<file path="src/rtl/cipher_pkg.sv">
`default_nettype none
// ============================================================================
// Module   : cipher_pkg
// Purpose  : Shared alphabet constants, symbol type and modular add/sub
//            helpers for the rotor cipher, keypad encoder and display blocks.
// Revision : 1.0 - initial release
// ============================================================================
package cipher_pkg;

  // Default alphabet: A-Z followed by 0-9.
  localparam int unsigned SYM_W   = 6;
  localparam int unsigned MODULUS = 36;

  typedef logic [SYM_W-1:0] sym_t;

  // (a + b) mod m, valid when a < m and b < m (a single conditional subtract).
  function automatic int unsigned mod_add(input int unsigned a,
                                          input int unsigned b,
                                          input int unsigned m);
    int unsigned t;
    t = a + b;
    if (t >= m) begin
      t = t - m;
    end
    return t;
  endfunction

  // (a - b) mod m, valid when a < m and b < m.
  function automatic int unsigned mod_sub(input int unsigned a,
                                          input int unsigned b,
                                          input int unsigned m);
    int unsigned t;
    if (a >= b) begin
      t = a - b;
    end else begin
      t = a + m - b;
    end
    return t;
  endfunction

endpackage
`default_nettype wire

</file>
<file path="src/rtl/rotor_cipher_stream_rotor_bank.sv">
`default_nettype none
// ============================================================================
// Module   : rotor_bank
// Purpose  : Odometer-style bank of rotor position registers. Loads from the
//            key, steps rotor 0 on request with a ripple carry into higher
//            rotors, and presents the sum of all positions as offset k.
// Revision : 1.0 - initial release
// ============================================================================
module rotor_bank
  import cipher_pkg::*;
#(
  parameter int unsigned NUM_ROTORS = 3,
  parameter int unsigned ROTOR_W    = 3,
  parameter int unsigned K_W        = 6
) (
  input  logic                          clk,
  input  logic                          reset,
  input  logic [NUM_ROTORS*ROTOR_W-1:0] key,
  input  logic                          key_load,
  input  logic                          step,
  output logic [K_W-1:0]                k,
  output logic [NUM_ROTORS*ROTOR_W-1:0] rotor_pos
);

  localparam logic [ROTOR_W-1:0] c_ROTOR_MAX = {ROTOR_W{1'b1}};

  logic [NUM_ROTORS*ROTOR_W-1:0] r_pos;
  logic [NUM_ROTORS-1:0]         w_carry;
  logic [K_W-1:0]                w_sum;

  // Carry chain: rotor i advances when every lower rotor is at max during a step.
  always_comb begin
    w_carry    = '0;
    w_carry[0] = step;
    for (int i = 1; i < NUM_ROTORS; i++) begin
      w_carry[i] = w_carry[i-1] && (r_pos[(i-1)*ROTOR_W +: ROTOR_W] == c_ROTOR_MAX);
    end
  end

  // Offset k is the plain sum of positions; the width constraint keeps it below MODULUS.
  always_comb begin
    w_sum = '0;
    for (int i = 0; i < NUM_ROTORS; i++) begin
      w_sum = w_sum + K_W'(r_pos[i*ROTOR_W +: ROTOR_W]);
    end
  end

  // Rotor registers: key load wins, otherwise advance the rotors selected by the carry.
  always_ff @(posedge clk or negedge reset) begin
    if (!reset) begin
      r_pos <= '0;
    end else if (key_load) begin
      r_pos <= key;
    end else begin
      for (int i = 0; i < NUM_ROTORS; i++) begin
        if (w_carry[i]) begin
          r_pos[i*ROTOR_W +: ROTOR_W] <= r_pos[i*ROTOR_W +: ROTOR_W] + 1'b1;
        end
      end
    end
  end

  assign k         = w_sum;
  assign rotor_pos = r_pos;

endmodule
`default_nettype wire

</file>
<file path="src/rtl/rotor_cipher_stream.sv">
`default_nettype none
// ============================================================================
// Module   : rotor_cipher_stream
// Purpose  : Streaming multi-rotor substitution cipher. Encrypts or decrypts
//            one symbol per accepted valid/ready transfer with a registered,
//            back-pressurable output and an invalid-symbol flag.
// Options  : ROTOR_CIPHER_AUTOKEY_EN - adds the previous plaintext symbol
//            into the offset (autokey chaining).
// Revision : 1.0 - initial release
// ============================================================================
module rotor_cipher_stream
  import cipher_pkg::*;
#(
  parameter int unsigned SYM_W      = cipher_pkg::SYM_W,
  parameter int unsigned MODULUS    = cipher_pkg::MODULUS,
  parameter int unsigned NUM_ROTORS = 3,
  parameter int unsigned ROTOR_W    = 3
) (
  input  logic                          clk,
  input  logic                          reset,
  input  logic [NUM_ROTORS*ROTOR_W-1:0] key,
  input  logic                          key_load,
  input  logic                          mode,
  input  logic                          in_valid,
  output logic                          in_ready,
  input  logic [SYM_W-1:0]              din,
  output logic                          out_valid,
  input  logic                          out_ready,
  output logic [SYM_W-1:0]              dout,
  output logic                          out_err,
  output logic [NUM_ROTORS*ROTOR_W-1:0] rotor_pos,
  output logic [15:0]                   sym_count
);

  localparam logic [SYM_W:0] c_MOD = (SYM_W+1)'(MODULUS);

  // Reject configurations whose alphabet or rotor offsets do not fit.
  if (MODULUS > (2 ** SYM_W)) begin : g_bad_modulus
    $error("rotor_cipher_stream: MODULUS exceeds 2**SYM_W");
  end
  if (NUM_ROTORS * ((2 ** ROTOR_W) - 1) >= MODULUS) begin : g_bad_rotors
    $error("rotor_cipher_stream: rotor offset sum can reach MODULUS");
  end

  logic             r_out_valid;
  logic [SYM_W-1:0] r_dout;
  logic             r_out_err;
  logic [15:0]      r_sym_count;

  logic             w_in_ready;
  logic             w_accept;
  logic             w_sym_ok;
  logic             w_step;
  logic [SYM_W-1:0] w_k;
  logic [SYM_W-1:0] w_off;
  logic [SYM_W-1:0] w_enc;
  logic [SYM_W-1:0] w_dec;
  logic [SYM_W-1:0] w_result;

  // A new symbol may enter when the output slot is empty or being drained,
  // except during a key load cycle.
  assign w_in_ready = !key_load && (!r_out_valid || out_ready);
  assign w_accept   = in_valid && w_in_ready;
  assign w_sym_ok   = ({1'b0, din} < c_MOD);
  assign w_step     = w_accept && w_sym_ok;

  rotor_bank #(
    .NUM_ROTORS (NUM_ROTORS),
    .ROTOR_W    (ROTOR_W),
    .K_W        (SYM_W)
  ) u_rotor_bank (
    .clk       (clk),
    .reset     (reset),
    .key       (key),
    .key_load  (key_load),
    .step      (w_step),
    .k         (w_k),
    .rotor_pos (rotor_pos)
  );

`ifdef ROTOR_CIPHER_AUTOKEY_EN
  logic [SYM_W-1:0] r_prev_plain;

  assign w_off = SYM_W'(mod_add(32'(w_k), 32'(r_prev_plain), MODULUS));

  // Autokey chain: remember the plaintext of the last valid symbol.
  always_ff @(posedge clk or negedge reset) begin
    if (!reset) begin
      r_prev_plain <= '0;
    end else if (key_load) begin
      r_prev_plain <= '0;
    end else if (w_step) begin
      r_prev_plain <= mode ? din : w_dec;
    end
  end
`else
  assign w_off = w_k;
`endif

  assign w_enc    = SYM_W'(mod_add(32'(din), 32'(w_off), MODULUS));
  assign w_dec    = SYM_W'(mod_sub(32'(din), 32'(w_off), MODULUS));
  assign w_result = mode ? w_enc : w_dec;

  // Output holding register: load on accept, clear valid once drained.
  always_ff @(posedge clk or negedge reset) begin
    if (!reset) begin
      r_out_valid <= 1'b0;
      r_dout      <= '0;
      r_out_err   <= 1'b0;
    end else if (w_accept) begin
      r_out_valid <= 1'b1;
      r_dout      <= w_sym_ok ? w_result : din;
      r_out_err   <= !w_sym_ok;
    end else if (out_ready) begin
      r_out_valid <= 1'b0;
    end
  end

  // Count of valid symbols accepted since reset or the last key load.
  always_ff @(posedge clk or negedge reset) begin
    if (!reset) begin
      r_sym_count <= '0;
    end else if (key_load) begin
      r_sym_count <= '0;
    end else if (w_step) begin
      r_sym_count <= r_sym_count + 16'd1;
    end
  end

  assign in_ready  = w_in_ready;
  assign out_valid = r_out_valid;
  assign dout      = r_dout;
  assign out_err   = r_out_err;
  assign sym_count = r_sym_count;

endmodule
`default_nettype wire

</file>
<file path="config.mk">
export PLATFORM = sky130hd
export DESIGN_NAME = rotor_cipher_stream
export DESIGN_NICKNAME = d
export VERILOG_FILES = /design/src/rtl/cipher_pkg.sv /design/src/rtl/rotor_cipher_stream_rotor_bank.sv /design/src/rtl/rotor_cipher_stream.sv
export SDC_FILE = /design/constraint.sdc
export NUM_CORES = 1
export LEC_CHECK = 0
export BUFFER_PORTS_ARGS = -buffer_cell sky130_fd_sc_hd__buf_2
export CORE_MARGIN = 4
export CORE_UTILIZATION = 40
export DETAILED_ROUTE_END_ITERATION = 12
export GPL_TIMING_DRIVEN = 1
export PLACE_DENSITY = 0.59
export RECOVER_POWER = 25
export SKIP_CTS_REPAIR_TIMING = 1
export SLEW_MARGIN = 20
export SYNTH_ARGS = -nofsm -noshare
export SYNTH_HDL_FRONTEND = slang
export SYNTH_SLANG_ARGS = --single-unit
</file>
<file path="constraint.sdc">
create_clock -name clk -period 6.43 [get_ports clk]
set_clock_uncertainty 0.1 [all_clocks]
set_input_delay 1.286 -clock clk [delete_from_list [all_inputs] [get_ports clk]]
set_output_delay 1.286 -clock clk [all_outputs]
set_load 0.005 [all_outputs]
</file>
Word-level counts from Yosys, hierarchy flattened
Cells that the tools add are included.
{ "totals": {"register_bits": 33, "latchBits": 0, "mem_bits_rw": 0, "rom_bits": 0, "inputBits": 21, "out_inout_bits": 34, "wordCells": 48, "n_memories": 0} }
{ "classes": {"addsub": 11, "n_mul": 0, "n_div": 0, "n_lt_le_gt_ge": 3, "eq_ne": 2, "n_shift": 0, "n_mux": 12, "bitwise_logic": 0, "reduce_logical": 13} }
{ "op_table": {"columns": ["operator", "n"], "rows": [
  ["16-bit 2-to-1 mux", 2],
  ["6-bit 2-to-1 mux", 4],
  ["16-bit by 1-bit adder with 16-bit output (second input constant)", 1],
  ["6-bit subtractor", 2],
  ["3-bit by 1-bit adder with 3-bit output (second input constant)", 3],
  ["3-bit 2-to-1 mux", 3],
  ["9-bit 2-to-1 mux", 1],
  ["2-bit nonzero test", 4],
  ["6-bit by 6-bit adder with 7-bit output", 1],
  ["7-bit by 6-bit >= comparator with 1-bit output (second input constant)", 1],
  ["6-bit by 3-bit adder with 6-bit output", 1],
  ["6-bit adder (second input constant)", 1],
  ["3-bit equality test (second input constant)", 2],
  ["6-bit >= comparator", 1],
  ["6-bit less-than comparator (second input constant)", 1],
  ["6-bit subtractor (second input constant)", 1],
  ["1-bit logical AND", 5],
  ["3-bit by 3-bit adder with 4-bit output", 1],
  ["1-bit zero test", 3],
  ["1-bit 2-to-1 mux", 2],
  ["1-bit logical OR", 1]
]} }

Longest topological paths before layout
{ "logic_depth": {"word_depth": 9, "ltp_mapped": 17, "mapped_depth_nobuf": 17} }

Cells and area by module
Synthesis repeated with hierarchy kept, for this count alone.
{ "unflattened": {"hier_cells": 318, "hier_area_um2": 2904.0} }
{ "modules_own_cells": {"columns": ["module", "instances", "cells_per_inst", "area_each_um2", "seq_area_each_um2"], "rows": [
  ["rotor_cipher_stream", 1, 253, 2232.1, 600.6],
  ["rotor_bank", 1, 65, 671.9, 225.2]
]} }

Least setup slack after synthesis
OpenSTA, ideal clock, no wires.
{ "synth_timing": {"path_type": "register -> register", "startpoint": "reg u_rotor_bank.r_pos[0], in the netlist u_rotor_bank.rotor_pos[0]", "endpoint": "reg r_dout[4], in the netlist dout[4]", "setup_time_ps": 128, "arrival_ps": 3915, "t_required_ps": 6202, "slack_ps": 2287, "stages_incl_launch_ff": 16, "n_path_buf": 1, "synth_period_minus_slack_ps": 4143, "path_cell_list": "dfrtp_1 > ha_1 > fa_1 > inv_1 > fa_1 > xnor2_1 > ha_1 > buf_2 > o21bai_1 > xnor2_1 > ha_1 > a31oi_1 > a32oi_1 > o32a_1 > a211oi_1 > nor3_1"} }
{ "synth_between": {"elab_chain_len": 7, "elab_cells_between_ends": 12, "cone_classes": "6 x add/sub; 2 x order compare; 4 x mux"} }
{ "synth_lines": {"columns": ["element", "line_no", "rtl"], "rows": [
  ["start: declaration", "rotor_cipher_stream_rotor_bank.sv:27", "logic [NUM_ROTORS*ROTOR_W-1:0] r_pos;"],
  ["start signal: assignment", "rotor_cipher_stream_rotor_bank.sv:53", "r_pos <= key;"],
  ["start signal: indexed assignment", "rotor_cipher_stream_rotor_bank.sv:57", "r_pos[i*ROTOR_W +: ROTOR_W] <= r_pos[i*ROTOR_W +: ROTOR_W] + 1'b1;"],
  ["3-bit by 3-bit adder with 4-bit output *", "rotor_cipher_stream_rotor_bank.sv:44", "w_sum = w_sum + K_W'(r_pos[i*ROTOR_W +: ROTOR_W]);"],
  ["6-bit by 3-bit adder with 6-bit output *", "rotor_cipher_stream_rotor_bank.sv:44", null],
  ["6-bit by 6-bit adder with 7-bit output", "cipher_pkg.sv:21", "t = a + b;"],
  ["6-bit subtractor or 7-bit by 6-bit >= comparator with 1-bit output (tied branches)", "cipher_pkg.sv:23, cipher_pkg.sv:22", null],
  ["6-bit 2-to-1 mux", "cipher_pkg.sv:22", "if (t >= m) begin"],
  ["6-bit 2-to-1 mux *", "rotor_cipher_stream.sv:102", "assign w_result = mode ? w_enc : w_dec;"],
  ["6-bit 2-to-1 mux *", "rotor_cipher_stream.sv:112", "r_dout <= w_sym_ok ? w_result : din;"],
  ["end signal: assignment", "rotor_cipher_stream.sv:112", null],
  ["end: declaration", "rotor_cipher_stream.sv:46", "logic [SYM_W-1:0] r_dout;"]
]} }
Mark *: on every way between the ends. The rest lies on a longest branch, timed or not.
A chain may end at the register's enable or synchronous reset.

Final worst setup path
Ends and elaborated chain as after synthesis.

==> results.cfg <==
[power]
power.leakage_nw = 1.58
cellPowerDensity_nw_per_um2 = 310
worst_ir_drop_vdd_mv = 0.165

[synth]
ys_warn_count = 0
synthArstFlopShare = 1.00
synthCells = 300
number_of_enable_type_register_cells_in_the_synthesized_netlist = 0
synth_top_cell_area_share = 0.305
synth_most_common_cell = sky130_fd_sc_hd__dfrtp_1
post_synth_most_frequent_cells = 33 x sky130_fd_sc_hd__dfrtp_1, 32 x sky130_fd_sc_hd__ha_1, 30 x sky130_fd_sc_hd__nand2_1, 26 x sky130_fd_sc_hd__inv_1, 23 x sky130_fd_sc_hd__nor2_1
synth-seq-area-share = 0.305
synth_fp_nets = 360
synthesized_flop_and_latch_total = 33
yosys.area.top_type = sky130_fd_sc_hd__dfrtp_1
synth_area_per_cell_sq_um = 9.04
synth.lib_cells_used.distinct = 45
synth_top_cells_by_area = sky130_fd_sc_hd__dfrtp_1 30%, sky130_fd_sc_hd__ha_1 15%, sky130_fd_sc_hd__xor2_1 5.8%
synth.cell_area_sq_um = 2710
ys.flop_type = sky130_fd_sc_hd__dfrtp_1

[setup_path]
timing.critical_path.max_delay_family = adder cells
critPathArrivalTime_ns = 4.49
r2r_slack_ns = 2.01
slowest_delay_ns = 0.51
worst_r2r_path_depth = 14
critPathMostFrequentCell = sky130_fd_sc_hd__ha_1
crit_path_start_kind = flop
worst_r2r_startpoint = u_rotor_bank.rotor_pos[0]
cp_num_buf_inv = 1
critical_path.cell_chain = ha_1 > fa_1 > inv_1 > fa_1 > xnor2_1 > ha_1 > o21bai_1 > xnor2_1 > ha_1 > a31oi_1 > a32oi_1 > o32a_1 > a211oi_1 > nor3_1
crit_type = reg -> reg
critical_path_peak_fanout = 9
setup.worst_path.end_class = flop
timing.critical_path.slowest_stage_cell = sky130_fd_sc_hd__fa_1
startpoint = u_rotor_bank.rotor_pos[0]
worst_reg2reg_path_endpoint = dout[4]
critPathRequiredTime_ns = 6.50

[detailed_routing]
ant_nets = 0
totalWireLength_mm = 6.22
detailedRoute.firstIterationViolations = 76
routed-via-count = 2238
drt_pass1_iterations = 4
post_drt_wl_per_cell_um = 14.5
avgViaCountPerCell = 5.22
route.detailed.drc = 0

[clocking]
clk_pin_slew_ns = 0.07
cts-htree-levels = 2
cts_sinks = 33
clock-root-buffer = sky130_fd_sc_hd__clkbuf_8
clk_path_buf_depth = 2
clock_insertion_delay_worst_skew_ns = 0.28
cts-buffers-inserted = 5
tritoncts_clock_tree = built

[timing]
maxSlewHeadroom = -0.235
finalWorstSetupSlack_ns = 2.01
achievable_frequency_ghz = 0.226
grt_setup_unrepaired = false
report.final.slew_viol_count = 34
timing_worst_slew_pin_value_ns = 1.85
setup-violations-final = 0
timing.setup.tns_ns = 0
post_route_minimum_period_ns = 4.42
final-hold-violation-count = 0
share_of_the_cycle_needed_by_the_critical_path_after_routing = 0.688
hold_worst_slack_ns = 0.377

[floorplan]
die-height_um = 90.3
initial_utilization = 0.420
core-area_sq_um = 6460
top_level_ports = 55
std_cell_rows = 29
chipWidth_um = 90.3
dieArea_sq_um = 8160

[grt]
pin_count_of_the_biggest_net_entering_global_routing = 34
grt_antenna_before_repair = 0
gr-total-overflow = 0
grt_first_pass_wirelength_mm = 10.5
globalRouteTotalUtil = 0.156
via_count_of_the_first_global_routing_pass = 2121

[layout]
layoutNonFillerInstCount = 429
n_antenna_cell = 0
fraction_of_final_layout_cells_sized_beyond_drive_strength_1 = 0.188
fin_util = 0.481
signed_area_change_from_the_synthesized_netlist_to_the_final_layout_pct = 14.7
nFillCells = 641
final_nets = 411

[placed_design]
post-place-ws_ns = 2.03
buffer_ports.inserted = 54
place_inst = 421
finalWeightedCongestion = 0.809
dp_hpwl_mm = 4.88

[hold_path]
hold_path.startpoint = out_err
min_path_cells = 2
worst_hold_path_ep = out_err
type_of_the_tightest_min_delay_check = reg -> reg

[run_status]
failed_checks = max-capacitance violations, max-slew violations
outcome = complete, but fails checks

[job]
number_of_violations_of_the_max_capacitance_limit = 1
-- worst reg2reg max path, delay by kind of cell (launching register included) --
family                   cells  cell delay (ns)
AO/OA/AOI/OAI                5             1.20
XOR/XNOR                     2             0.58
adder cells (fa/ha/maj)      5             1.86
buffers and inverters        1             0.06
flip-flops                   1             0.43
AND/OR/NAND/NOR              1             0.08
-- kinds of logic (layout without fill, tap and decap cells) --
group	count (synthesis)	count (layout)	synth area share
and+or+nand+nor	91	91	0.162
xor gates and xnor gates	30	30	0.0969
buffers and inverters	37	89	0.0558
AOI/OAI and AO/OA	60	60	0.144
muxes	10	10	0.0374
DFF	33	33	0.305
adders and majority gates	39	39	0.199
-- layout by cell type, fill, tap and decap left out, types with 6 or more instances in the layout --
cell / count
sky130_fd_sc_hd__a21oi_1: 13
sky130_fd_sc_hd__xnor2_1: 12
sky130_fd_sc_hd__ha_1: 32
sky130_fd_sc_hd__nand2_1: 30
sky130_fd_sc_hd__fa_1: 7
sky130_fd_sc_hd__nor2_1: 23
sky130_fd_sc_hd__xor2_1: 18
sky130_fd_sc_hd__o21ai_0: 21
sky130_fd_sc_hd__inv_1: 26
sky130_fd_sc_hd__mux2i_1: 9
sky130_fd_sc_hd__buf_2: 53
sky130_fd_sc_hd__dfrtp_1: 33
sky130_fd_sc_hd__a31oi_1: 6
sky130_fd_sc_hd__nand3_1: 10
-- metrics by stage --
step | cell area [sq um] | power, mW
floorplan | 2710 | 0.675
global route | 3110 | 1.06
detailed placement | 3030 | 0.811
CTS | 3110 | 0.971
finish | 3110 | 0.965
global placement | 3030 | 0.807
-- report_power, final --
group	switching [mW]	internal [mW]	leakage, nW
combinational	0.322	0.239	1.11
clock	0.0780	0.0750	0.0450
sequential	0.0194	0.231	0.426
total	0.420	0.545	1.58
-- worst max-delay path by stage --
stage / end / cells after the start / slack [ns]
2_1_floorplan: dout[4] / 15 / 2.29
3_3_place_gp: dout[4] / 14 / 2.14
3_5_place_dp: dout[2] / 14 / 2.03
4_1_cts: dout[4] / 14 / 2.01
5_1_grt: dout[2] / 14 / 1.76
6_report: dout[4] / 14 / 2.01
-- per-layer routing --
layer | up-vias | track usage | wire [um]
li1 | 1135 | - | -
met1 | 1036 | 0.212 | 2940
met2 | 64 | 0.248 | 2890
met3 | 3 | 0.0408 | 362
met4 | 0 | 0.0383 | 25
met5 | - | 0 | 0
-- flip-flops by register name, summed over array words and instances (netlist names) --
register                flops
out_valid                   1
dout                        6
sym_count                  16
out_err                     1
u_rotor_bank.rotor_pos      9
-- final cells by class --
cell class / instances / area, sq um / share of cell area
repair buffers: 54 / 269 / 0.0865
multi-input cells: 230 / 1730 / 0.558
inverters: 27 / 101 / 0.0326
flip-flops and latches: 33 / 826 / 0.266
clock inverters: 2 / 10.0 / 0.00322
well taps: 77 / 96.3 / 0.0310
clock buffers: 6 / 72.6 / 0.0233
Note: power is estimated with default switching activity, not from simulation.
